## src/rtl/adpll_lock_seq.sv

```systemverilog
// ADPLL bring-up sequencer: bus master on the ADPLL CPU port that programs the
// channel, enables the loop and polls lock/saturation with bounded retries.
module adpll_lock_seq #(
    parameter int unsigned ADDR_W     = 5,
    parameter int unsigned FCWW       = 26,
    parameter int unsigned A_SOFT_RST = 0,
    parameter int unsigned A_FCW      = 1,
    parameter int unsigned A_MODE     = 2,
    parameter int unsigned A_EN       = 3,
    parameter int unsigned A_LOCK     = 20,
    parameter int unsigned A_SAT      = 21,
    parameter int unsigned SETTLE     = 256,
    parameter int unsigned POLL_GAP   = 16,
    parameter int unsigned LOCK_CNT   = 4,
    parameter int unsigned TIMEOUT    = 64,
    parameter int unsigned RETRIES    = 2
) (
    input  logic              clk,
    input  logic              rst,
    input  logic              start,
    input  logic              abort,
    input  logic [FCWW-1:0]   fcw_in,
    input  logic [1:0]        mode_in,
    output logic              sel,
    output logic              write,
    output logic [ADDR_W-1:0] address,
    output logic [31:0]       wdata,
    input  logic              ready,
    input  logic [31:0]       rdata,
    output logic              busy,
    output logic              locked,
    output logic              fail,
    output logic              sat_seen,
    output logic [1:0]        attempt
);

    localparam int unsigned WAIT_MAX = (SETTLE > POLL_GAP) ? SETTLE : POLL_GAP;
    localparam int unsigned CW = $clog2(WAIT_MAX) + 1;
    localparam int unsigned SW = $clog2(LOCK_CNT) + 1;
    localparam int unsigned RW = $clog2(TIMEOUT) + 1;

    localparam logic [CW-1:0] SETTLE_LAST = CW'(SETTLE - 1);
    localparam logic [CW-1:0] GAP_LAST    = CW'(POLL_GAP - 1);
    localparam logic [SW-1:0] STREAK_FULL = SW'(LOCK_CNT);
    localparam logic [RW-1:0] ROUND_FULL  = RW'(TIMEOUT);
    localparam logic [RW-1:0] ROUND_LAST  = RW'(TIMEOUT - 1);
    localparam logic [1:0]    RETRY_MAX   = 2'(RETRIES);

    typedef enum logic [3:0] {
        S_IDLE,
        S_W_SRST,
        S_W_FCW,
        S_W_MODE,
        S_W_EN,
        S_SETTLE,
        S_R_LOCK,
        S_R_SAT,
        S_GAP,
        S_W_DIS,
        S_ABORT_DIS
    } state_e;

    state_e              state_q, state_d;
    logic                sel_q, write_q;
    logic [ADDR_W-1:0]   address_q;
    logic [31:0]         wdata_q;
    logic                ph_q;
    logic                busy_q, locked_q, fail_q, sat_seen_q;
    logic [1:0]          attempt_q;
    logic [FCWW-1:0]     fcw_q;
    logic [1:0]          mode_q;
    logic [CW-1:0]       cnt_q;
    logic [SW-1:0]       streak_q;
    logic [RW-1:0]       round_q;
    logic                sat_q;
    logic                abort_pend_q;

    logic                abort_any;
    logic                bus_go_d;
    logic                bus_write_d;
    logic [ADDR_W-1:0]   bus_addr_d;
    logic [31:0]         bus_wdata_d;
    logic                unused_rdata;

    assign unused_rdata = ^rdata[31:1];
    assign abort_any    = abort_pend_q | abort;

    // ph_q marks the forced-idle cycle that closes every transaction; all
    // bus-state exits happen there so each access is exactly three cycles.
    always_comb begin
        state_d = state_q;
        case (state_q)
            S_IDLE:      if (start) state_d = S_W_SRST;
            S_W_SRST:    if (ph_q) state_d = abort_any ? S_ABORT_DIS : S_W_FCW;
            S_W_FCW:     if (ph_q) state_d = abort_any ? S_ABORT_DIS : S_W_MODE;
            S_W_MODE:    if (ph_q) state_d = abort_any ? S_ABORT_DIS : S_W_EN;
            S_W_EN:      if (ph_q) state_d = abort_any ? S_ABORT_DIS : S_SETTLE;
            S_SETTLE: begin
                if (abort_any)                 state_d = S_ABORT_DIS;
                else if (cnt_q == SETTLE_LAST) state_d = S_R_LOCK;
            end
            S_R_LOCK:    if (ph_q) state_d = abort_any ? S_ABORT_DIS : S_R_SAT;
            S_R_SAT: begin
                if (ph_q) begin
                    if (abort_any)                    state_d = S_ABORT_DIS;
                    else if (sat_q)                   state_d = S_W_DIS;
                    else if (streak_q == STREAK_FULL) state_d = S_IDLE;
                    else if (round_q == ROUND_LAST)   state_d = S_W_DIS;
                    else                              state_d = S_GAP;
                end
            end
            S_GAP: begin
                if (abort_any)              state_d = S_ABORT_DIS;
                else if (cnt_q == GAP_LAST) state_d = S_R_LOCK;
            end
            S_W_DIS: begin
                if (ph_q) begin
                    if (abort_any)                            state_d = S_ABORT_DIS;
                    else if (!sat_q && attempt_q < RETRY_MAX) state_d = S_W_SRST;
                    else                                      state_d = S_IDLE;
                end
            end
            S_ABORT_DIS: if (ph_q) state_d = S_IDLE;
            default:     state_d = S_IDLE;
        endcase
    end

    // Bus request launched on entry to a bus state.
    always_comb begin
        bus_go_d    = (state_d != state_q);
        bus_write_d = 1'b1;
        bus_addr_d  = '0;
        bus_wdata_d = '0;
        case (state_d)
            S_W_SRST: begin
                bus_addr_d  = ADDR_W'(A_SOFT_RST);
                bus_wdata_d = 32'd1;
            end
            S_W_FCW: begin
                bus_addr_d  = ADDR_W'(A_FCW);
                bus_wdata_d = {{(32 - FCWW){1'b0}}, fcw_q};
            end
            S_W_MODE: begin
                bus_addr_d  = ADDR_W'(A_MODE);
                bus_wdata_d = {30'd0, mode_q};
            end
            S_W_EN: begin
                bus_addr_d  = ADDR_W'(A_EN);
                bus_wdata_d = 32'd1;
            end
            S_R_LOCK: begin
                bus_addr_d  = ADDR_W'(A_LOCK);
                bus_write_d = 1'b0;
            end
            S_R_SAT: begin
                bus_addr_d  = ADDR_W'(A_SAT);
                bus_write_d = 1'b0;
            end
            S_W_DIS, S_ABORT_DIS: bus_addr_d = ADDR_W'(A_EN);
            default: bus_go_d = 1'b0;
        endcase
    end

    always_ff @(posedge clk) begin
        if (rst) begin
            state_q      <= S_IDLE;
            sel_q        <= 1'b0;
            write_q      <= 1'b0;
            address_q    <= '0;
            wdata_q      <= '0;
            ph_q         <= 1'b0;
            busy_q       <= 1'b0;
            locked_q     <= 1'b0;
            fail_q       <= 1'b0;
            sat_seen_q   <= 1'b0;
            attempt_q    <= '0;
            fcw_q        <= '0;
            mode_q       <= '0;
            cnt_q        <= '0;
            streak_q     <= '0;
            round_q      <= '0;
            sat_q        <= 1'b0;
            abort_pend_q <= 1'b0;
        end else begin
            state_q <= state_d;

            if (sel_q && ready) begin
                sel_q <= 1'b0;
                ph_q  <= 1'b1;
                if (state_q == S_R_LOCK) begin
                    if (rdata[0]) begin
                        if (streak_q != STREAK_FULL) streak_q <= streak_q + 1'b1;
                    end else begin
                        streak_q <= '0;
                    end
                end
                if (state_q == S_R_SAT) sat_q <= rdata[0];
            end else if (ph_q) begin
                ph_q <= 1'b0;
            end

            if (bus_go_d) begin
                sel_q     <= 1'b1;
                write_q   <= bus_write_d;
                address_q <= bus_addr_d;
                wdata_q   <= bus_wdata_d;
            end

            if (state_q != S_IDLE && abort) abort_pend_q <= 1'b1;

            case (state_q)
                S_IDLE: begin
                    if (start) begin
                        fcw_q        <= fcw_in;
                        mode_q       <= mode_in;
                        locked_q     <= 1'b0;
                        fail_q       <= 1'b0;
                        sat_seen_q   <= 1'b0;
                        attempt_q    <= '0;
                        busy_q       <= 1'b1;
                        abort_pend_q <= 1'b0;
                    end
                end
                S_W_EN: cnt_q <= '0;
                S_SETTLE: begin
                    if (state_d == S_R_LOCK) begin
                        streak_q <= '0;
                        round_q  <= '0;
                        sat_q    <= 1'b0;
                    end else begin
                        cnt_q <= cnt_q + 1'b1;
                    end
                end
                S_R_SAT: begin
                    if (ph_q) begin
                        cnt_q <= '0;
                        case (state_d)
                            S_IDLE: begin
                                locked_q <= 1'b1;
                                busy_q   <= 1'b0;
                            end
                            S_W_DIS: begin
                                if (sat_q) sat_seen_q <= 1'b1;
                                else if (round_q != ROUND_FULL) round_q <= round_q + 1'b1;
                            end
                            S_GAP: if (round_q != ROUND_FULL) round_q <= round_q + 1'b1;
                            default: ;
                        endcase
                    end
                end
                S_GAP: cnt_q <= cnt_q + 1'b1;
                S_W_DIS: begin
                    if (ph_q) begin
                        if (state_d == S_W_SRST) begin
                            attempt_q <= attempt_q + 1'b1;
                        end else if (state_d == S_IDLE) begin
                            fail_q <= 1'b1;
                            busy_q <= 1'b0;
                        end
                    end
                end
                S_ABORT_DIS: begin
                    if (ph_q) begin
                        fail_q       <= 1'b1;
                        sat_seen_q   <= 1'b0;
                        busy_q       <= 1'b0;
                        abort_pend_q <= 1'b0;
                    end
                end
                default: ;
            endcase
        end
    end

    assign sel      = sel_q;
    assign write    = write_q;
    assign address  = address_q;
    assign wdata    = wdata_q;
    assign busy     = busy_q;
    assign locked   = locked_q;
    assign fail     = fail_q;
    assign sat_seen = sat_seen_q;
    assign attempt  = attempt_q;

endmodule

```

## config.mk

```make
export PLATFORM = sky130hd
export DESIGN_NAME = adpll_lock_seq
export DESIGN_NICKNAME = d
export VERILOG_FILES = /design/src/rtl/adpll_lock_seq.sv
export SDC_FILE = /design/constraint.sdc
export NUM_CORES = 1
export LEC_CHECK = 0
export BUFFER_PORTS_ARGS = -buffer_cell sky130_fd_sc_hd__buf_2
export CORE_MARGIN = 1.5
export CORE_UTILIZATION = 30
export DETAILED_ROUTE_END_ITERATION = 10
export GPL_TIMING_DRIVEN = 0
export PLACE_DENSITY = 0.56
export SYNTH_ARGS = -nofsm -noshare
export SYNTH_HDL_FRONTEND = slang
export SYNTH_SLANG_ARGS = --single-unit
```

## constraint.sdc

```tcl
create_clock -name clk -period 2.4 [get_ports clk]
set_input_delay 0.48 -clock clk [delete_from_list [all_inputs] [get_ports clk]]
set_output_delay 0.48 -clock clk [all_outputs]
set_load 0.01 [all_outputs]
```

==> results.md, run 1 <==
- Port buffering added 70 buffers.
- In the global route stage, overall resource usage came out at 0.1602.
- The post-route clock skew is 6.493 ps.
- For this configuration, the core starts out at a cell density of 0.3069.
- The signal on the critical path passes through nor3b_4 > a211oi_1 > a211o_4 > o21a_4 > nor4_4 > o32ai_2 > buf_6 > buf_12 > mux2i_1.
- Dividing total power by cell area gives a power density of 1096 mW/mm^2.
- The total number of placement rows is 44.
- The critical path startpoint is ph_q.
- The H-tree generated during clock tree synthesis spans 3 levels.
- The count of flip-flops with a built-in enable after synthesis is 0.
- Of the synthesized area, sequential elements account for 0.4084.
- The clock drives between 90 and 100 sinks.
- Summed over all instances, the cell type with the most area after synthesis is sky130_fd_sc_hd__dfxtp_1.
- Measured against its own limit, the worst slew margin works out to 0.5797.
- After layout, the minimum clock period comes to 2520 ps.
- Hold repair after CTS inserted 0 buffers.
- The first global-routing pass estimated around 20 mm of wire.
- The number of global-route vias before repair is between 4000 and 5000.
- The static leakage is 2.346 nW.
- The pre-CTS setup slack is -483.3 ps.
- The critical-path cell with the highest stage delay is sky130_fd_sc_hd__dfxtp_1.
- The summed instance area of the synthesized netlist is 0.004461 mm^2.
- In this run the clock root is driven by a sky130_fd_sc_hd__clkbuf_16.
- The peak ir drop on the vdd network is approximately 0.51 mV.
- The commonest cells after synthesis are 130 x sky130_fd_sc_hd__nand2_1, 91 x sky130_fd_sc_hd__dfxtp_1, 51 x sky130_fd_sc_hd__a21oi_1.
- After routing, the total negative slack on setup checks comes to -3094 ps.
- The total vias in the final route is roughly 4200.
- The most numerous cell in the Yosys netlist is sky130_fd_sc_hd__nand2_1.
- The number of hold-slack violations in the final timing report is 0.
- The area of the core is 0.01453 mm^2.
- The post-route standard cell area excluding fillers is 0.005894 mm^2.
- The endpoint of the worst setup timing path is wdata[8].
- The floorplan step defined a die boundary enclosing 0.01561 mm^2.
- The worst-case reg-to-reg path depth is 9.
- The checks that failed: setup timing.
- The post-detailed-route DRC marker count is 0.
- The synthesized area per cell is about 8.4 um^2.
- The slack of the worst reg-to-reg path is -120 ps.
- The count of max-cap constraint violations is 0.
- The maximum number of pins on one net before global-route repair is 17.
- Dividing the detail-routed wire length by the instance count gives 15.21 um.
- The die is roughly 120 um wide.
- Yosys attributes the largest share of cell area to sky130_fd_sc_hd__dfxtp_1 41%, sky130_fd_sc_hd__nand2_1 11%, sky130_fd_sc_hd__mux2i_1 7.2%.
- The synthesized instance count is between 500 and 600.
- Summed over all layers, the global routing overflow is 0.
- The layout has about 1400 filler cells.
- Setup repair after global routing could not meet its margin everywhere.
- The number of nets with antenna violations after detailed routing is 0.
- The worst setup path is launched from a flop.
- The first detailed-routing pass took 4 iterations.
- The flow ran to the end, but the final reports show violations.
- The sum of routed wire length over all layers is 12.61 mm.
- The first routing iteration left around 240 violations.
- The standard cell area after detailed placement is 0.005116 mm^2.
- The top cell type's share of synthesized area is 0.4084.
- For the pin with the worst max-slew slack, the measured transition is 624.7 ps.
- The non-filler instance count after layout is 829.
- The number of register bits inferred by synthesis is 91.
- The area overhead of the layout relative to synthesis is 32.15%.
- The final weighted congestion in routability-driven placement is 0.8756.
- The initial antenna violation count came to 0.
- The endpoint type of the worst setup path is a flop.
- The clock latency on the worst-skew pair is 350 ps.
- Along the worst path, the maximum fanout reaches 10.
- Detailed placement finished with a half-perimeter wire length of between 8 and 9 mm.
- In this run the critical register-to-register path is launched from ph_q.
- The maximum root-to-sink buffer count is 2.
- The number of warnings reported in the yosys synthesis log is 0.
- The final worst-path setup slack is -120.5 ps.
- The overall power consumption is 0.006458 W.
- TritonCTS built the clock tree.
- The maximum cell stage delay along the critical path is 420 ps.
- During I/O placement, the number of pins put on the boundary was 110.
- The via density per instance is 5.027.
- The y dimension of the die is 124.9 um.
- The worst setup path is of the reg -> reg kind.
- The final-report max-slew violation count is 0.
- The final layout contains 711 nets.
- The worst hold path belongs to the class in -> reg.
- The data arrival time of the worst path is around 2800 ps.
- Of the cells placed in the final design, the portion with a size suffix greater than 1 is 0.2992.
- Based on the critical path, the design can be clocked at up to 396.8 MHz.
- The most used flip-flop cell after synthesis is sky130_fd_sc_hd__dfxtp_1.
- Counting flops with an async set or reset pin after synthesis yields a share of 0.
- The number of CTS-inserted buffers is 9.
- The number of placed instances, taps included is 794.
- The setup-violating endpoint count in the final report is 37.
- The share of the clock period used by the worst path after layout is 1.050.
- The number of diodes is 0.
- The required time of the critical path is 2640 ps.
- Counting distinct cell types in the post-synthesis netlist gives 72.
- Clock-pin slew was measured on the worst setup and hold paths at 70 ps.
- The endpoint identified for the worst register-to-register timing path is wdata[8].
sequential cells by signal (all words and copies together), names as in the netlist, 2 cells and up:
register	cells
address	3
fcw_q	26
round_q	7
streak_q	3
wdata	26
attempt	2
mode_q	2
state_q	4
cnt_q	9
stage by stage:
| stage | utilization | hold WS (ps) |
|---|---|---|
| finish | 0.4056 | 364.1 |
| global route | 0.4056 | 369.5 |
| floorplan | - | 436.5 |
| CTS | 0.3951 | 356.9 |
| detailed placement | 0.3520 | 446.5 |
| global placement | 0.3520 | 439.9 |
timing repair:
action / in CTS / in global routing
pin swaps: 17 / 6
gates resized for setup: 49 / 24
buffers inserted: 13 / 5
gates cloned: 0 / 1
endpoints found under the setup margin: 40 / 43
where the power goes:
part	internal [W]	switching [W]	total [W]
clock network	0.000926	0.000636	0.00156
logic	0.00143	0.00163	0.00307
registers	0.00171	0.000122	0.00183
total	0.00407	0.00239	0.00646
layout by cell type (no fill, tap or decap), types with 11 or more instances in the layout:
cell type,count
sky130_fd_sc_hd__mux2i_1,32
sky130_fd_sc_hd__buf_6,11
sky130_fd_sc_hd__nand2_1,130
sky130_fd_sc_hd__dfxtp_1,83
sky130_fd_sc_hd__buf_2,72
sky130_fd_sc_hd__nand3_1,13
sky130_fd_sc_hd__clkbuf_1,14
sky130_fd_sc_hd__nor2_1,23
sky130_fd_sc_hd__buf_4,27
sky130_fd_sc_hd__a21oi_1,48
logic make-up (layout without fill, tap and decap cells):
| kind of cell | after synthesis | in the layout | share of synthesized area |
|---|---|---|---|
| other cells | 1 | 7 | 0.0008407 |
| flops | 91 | 91 | 0.4084 |
| fa+ha+maj | 6 | 6 | 0.01683 |
| xor+xnor | 7 | 7 | 0.01375 |
| mux | 32 | 32 | 0.07181 |
| simple gates | 236 | 236 | 0.2597 |
| buf+inv | 53 | 158 | 0.07068 |
| compound gates | 108 | 108 | 0.1579 |
per-layer routing:
| metal | GRT usage | routed length (um) |
|---|---|---|
| met1 | 0.2155 | 6005 |
| met2 | 0.2618 | 5962 |
| met3 | 0.02525 | 462 |
| met4 | 0.05615 | 178 |
| met5 | 0 | 0 |
critical path, delay by kind of cell (launching register included):
kind / cells / cell delay, ps
compound gates: 4 / 870
buf+inv: 2 / 320
flops: 1 / 420
mux: 1 / 110
simple gates: 2 / 690
how the worst min path moves through the flow:
stage | depth (start not counted) | from | slack (ps) | end
floorplan | 2 | mode_q[0] | 440 | mode_q[0]
global placement | 2 | wdata[20] | 440 | wdata[20]
detailed placement | 2 | wdata[5] | 450 | wdata[5]
CTS | 3 | fcw_in[6] | 360 | fcw_q[6]
global route | 3 | fcw_in[23] | 370 | fcw_q[23]
finish | 3 | fcw_in[6] | 360 | fcw_q[6]
cell type report:
class,instances,area (um^2),area share
sequential,91,1834,0.3112
inverter,12,46.29,0.007854
clock buffer,10,229.0,0.03885
buffer,41,329.1,0.05583
clock inverter,6,96.34,0.01634
timing repair buffer,89,530.5,0.09000
tap,184,230.2,0.03906
multi-input combinational,396,2599,0.4409
No activity file was read; power rests on OpenSTA's default activity.
==> run 2, diff against run 1 <==
- CELL_PAD_IN_SITES_DETAIL_PLACEMENT: unset -> 1
- CELL_PAD_IN_SITES_GLOBAL_PLACEMENT: unset -> 1
- PLACE_DENSITY: 0.56 -> 0.7
==> run 2 against run 1 <==
Worst setup slack got worse by 11 ps; first-iteration DRC count decreased by 24%; critical path depth increased by 1; clock power about the same; global-route usage increased by 2.2 points; via count increased by 3.1%; power increased by 1.5%; register-to-register slack about the same; sequential power increased by 2%; non-clock buffer count increased by 8; the flow still finishes with violations (setup timing).
==> results.md, run 2 (synthesis gave the netlist of run 1 again) <==
- The via density per instance is 5.135 (+2.2%).
- The die span in x is 124.9 um (unchanged).
- The run finished, with violations left.
- The number of buffer and inverter instances along the worst setup path is 3 (+1).
- The library cells used most frequently in the layout, excluding fill and tap cells, are 129 x sky130_fd_sc_hd__nand2_1, 81 x sky130_fd_sc_hd__dfxtp_1, 70 x sky130_fd_sc_hd__buf_2.
- The overall track demand over capacity in global routing was 0.1817 (+0.02152).
- The mean routed wirelength per cell is 16.96 um (+12%).
- The clock-pin slew of the registers on the worst-case setup and hold paths came to 70 ps (about the same).
- The number of nets with antenna violations after detailed routing came to 0 (unchanged).
- The worst setup path is launched from a flop.
- The worst hold path belongs to the class in -> reg.
- The I/O pin count is 110 (unchanged).
- The worst-case reg-to-reg path depth is 10 (+1).
- The number of CTS-inserted buffers is 9 (unchanged).
- The global-route wire length before repair is 22.87 mm (+12%).
- Setup repair after global routing could not meet its margin everywhere.
- The number of global-route vias before repair is 4390 (+8.9%).
- The setup-violating endpoint count in the final report is 38 (+2.7%).
- The final-report max-slew violation count was 0 (unchanged).
- The share of the clock period used by the worst path after layout is 1.055 (+0.004672).
- The endpoint type of the worst setup path is a flop.
- The slack of the worst reg-to-reg path came to -130 ps (about the same).
- The relative max-transition margin is 0.5078 (-0.07191).
- The final reports fail on setup timing.
- The critical path is of the reg -> reg type.
- The initial cell density of the core came to 0.3069 (unchanged).
- The maximum cell stage delay along the critical path is 490 ps (+70 ps).
- Traced cell by cell, the critical path runs through buf_4 > nor2_4 > buf_4 > o21ai_1 > o211ai_1 > o21a_1 > o41a_1 > buf_6 > or3_1 > a21oi_1.
- The post-route standard cell area excluding fillers is 0.005926 mm^2 (+0.53%).
- The overall power consumption is 0.006554 W (+1.5%).
- The die outline area is 0.01561 mm^2 (unchanged).
- The startpoint identified for the worst register-to-register timing path is state_q[2].
- The maximum number of pins on one net before global-route repair is 17 (unchanged).
- The number of diodes came to 0 (unchanged).
- The clock latency on the worst-skew pair is 350 ps (about the same).
- The depth of the CTS H-tree was 3 (unchanged).
- The y dimension of the die is 124.9 um (unchanged).
- The detailed-routing iteration count for the pre-antenna-repair pass is 4 (unchanged).
- The share of layout cells above drive strength 1 came to 0.3109 (+0.01165).
- The reg-to-reg critical path endpoint is round_q[5].
- The number of port buffers is 70 (unchanged).
- The area overhead of the layout relative to synthesis is 32.85%.
- The count of max-cap constraint violations is 0 (unchanged).
- The sum of routed wire length over all layers is 14.20 mm (+13%).
- The violation count after the first detailed-routing iteration is 180 (-24%).
- The final standard cell utilization of the core came to 0.4077 (+0.002152).
- The total number of placement rows is 44 (unchanged).
- The pre-CTS setup slack is -567.1 ps (-83.74 ps).
- The remaining global-route overflow is 0 (unchanged).
- The most numerous cell on the critical path is sky130_fd_sc_hd__buf_4.
- The number of filler instances in the final layout is 1778 (+24%).
- The static leakage is 2.380 nW (+1.4%).
- The clock period minus worst slack was 2532 ps (+11.21 ps).
- The cell family contributing the most delay on the critical path is compound AO/OA/AOI/OAI gates.
- The area of the core is 0.01453 mm^2 (unchanged).
- The number of gates on the worst path with buffers counted is 10 (+1).
- The number of hold-slack violations in the final timing report is 0 (unchanged).
- The post-detailed-route DRC marker count is 0 (unchanged).
- The peak ir drop on the vdd network was 0.5902 mV (+15%).
- The data arrival time of the worst path is 2820 ps (+60 ps).
- The final-stage net count is 719 (+1.1%).
- The biggest fanout along the worst timing path is 10 (unchanged).
- The most common cell after layout, fill and taps aside is sky130_fd_sc_hd__nand2_1.
- The areal power density over the cells was 1106 mW/mm^2 (+0.95%).
- The pin slew with the least headroom to its limit came to 731.6 ps (+106.9 ps).
- The final weighted congestion in routability-driven placement is 0.8999 (+2.8%).
- The standard cell area after detailed placement came to 0.005116 mm^2 (unchanged).
- The HPWL reported at the end of detailed placement was 10.05 mm (+12%).
- The initial antenna violation count is 0 (unchanged).
- The post-route clock skew came to 8.623 ps (+2.130 ps).
- TritonCTS built the clock tree.
- The number of placed instances, taps included is 794 (unchanged).
- The final worst-path setup slack was -131.7 ps (-11.21 ps).
- The maximum root-to-sink buffer count is 2 (unchanged).
- The non-filler instance count after layout is 837 (+0.97%).
- The total vias in the final route is 4298 (+3.1%).
- The required time of the critical path is 2680 ps (+40 ps).
- The cell at the root of the clock tree is sky130_fd_sc_hd__clkbuf_16.
- The endpoint of the worst setup timing path is round_q[5].
- Tracing the worst setup path back leads to its startpoint at state_q[2].
- The slowest stage of the critical path belongs to the cell sky130_fd_sc_hd__o41a_1.
- The highest clock rate was 395.0 MHz (-0.44%).
- The clock sink count is 91 (unchanged).
[run 2: cell count changes in the layout (fill, tap and decap cells not counted), moves of 2 or more]
cell,change
sky130_fd_sc_hd__buf_4,+10
sky130_fd_sc_hd__buf_12,-3
sky130_fd_sc_hd__clkinv_2,+2
sky130_fd_sc_hd__dfxtp_1,-2
sky130_fd_sc_hd__clkbuf_2,+2
sky130_fd_sc_hd__o21ai_2,-3
sky130_fd_sc_hd__buf_2,-2
[run 2: report_power, final]
| group | internal (W) | switching, W |
|---|---|---|
| combinational | 0.00144 | 0.00167 |
| sequential | 0.00171 | 0.000156 |
| clock | 0.000922 | 0.000653 |
[run 2: through the flow]
| stage | hold slack, ps | setup TNS [ps] |
|---|---|---|
| final | 359.9 | -3225 |
| after global routing | 369.4 | -7530 |
| after CTS | 356.0 | -3223 |
| after detailed placement | 447.5 | -15350 |
| after global placement | 439.8 | -13570 |
| after floorplan | 436.5 | -591.5 |
[run 2: final cells by class]
type                            count  area [um^2]  area share
Tap cell                          184        230.2     0.03885
Multi-Input combinational cell    396         2595      0.4379
Buffer                             39        306.5     0.05173
Timing Repair Buffer               99        579.3     0.09776
Sequential cell                    91         1839      0.3104
Inverter                           12        46.29    0.007813
Clock buffer                        9        225.2     0.03801
Clock inverter                      7        103.9     0.01753
[run 2: metal layers]
layer | GRT usage | up-vias | share of wire
met5 | 0 | - | 0
met4 | 0.05214 | 0 | 0.013
met3 | 0.04878 | 14 | 0.035
met2 | 0.3112 | 77 | 0.50
met1 | 0.2249 | 2130 | 0.45
li1 | - | 2077 | -
[run 2: how the worst min path moves through the flow]
stage / start / end / slack, ps / depth (start not counted)
finish: fcw_in[20] / fcw_q[20] / 360 / 3
global route: fcw_in[9] / fcw_q[9] / 370 / 3
CTS: mode_in[1] / mode_q[1] / 360 / 3
detailed placement: wdata[6] / wdata[6] / 450 / 2
global placement: wdata[20] / wdata[20] / 440 / 2
floorplan: mode_q[0] / mode_q[0] / 440 / 2
[run 2: worst register-to-register path, stage by stage, from the launching register on]
cell	delay [ps]
sky130_fd_sc_hd__dfxtp_2	430
sky130_fd_sc_hd__buf_4	240
sky130_fd_sc_hd__nor2_4	70
sky130_fd_sc_hd__buf_4	150
sky130_fd_sc_hd__o21ai_1	70
sky130_fd_sc_hd__o211ai_1	170
sky130_fd_sc_hd__o21a_1	240
sky130_fd_sc_hd__o41a_1	490
sky130_fd_sc_hd__buf_6	170
sky130_fd_sc_hd__or3_1	300
sky130_fd_sc_hd__a21oi_1	140
[run 2: repair_timing]
item | CTS | global route
setup buffers | 13 | 16
hold buffers | 0 | 0
gates resized for setup | 47 | 27
hold endpoints to repair | 0 | 0
endpoints found under the setup margin | 42 | 53
pin swaps | 15 | 18
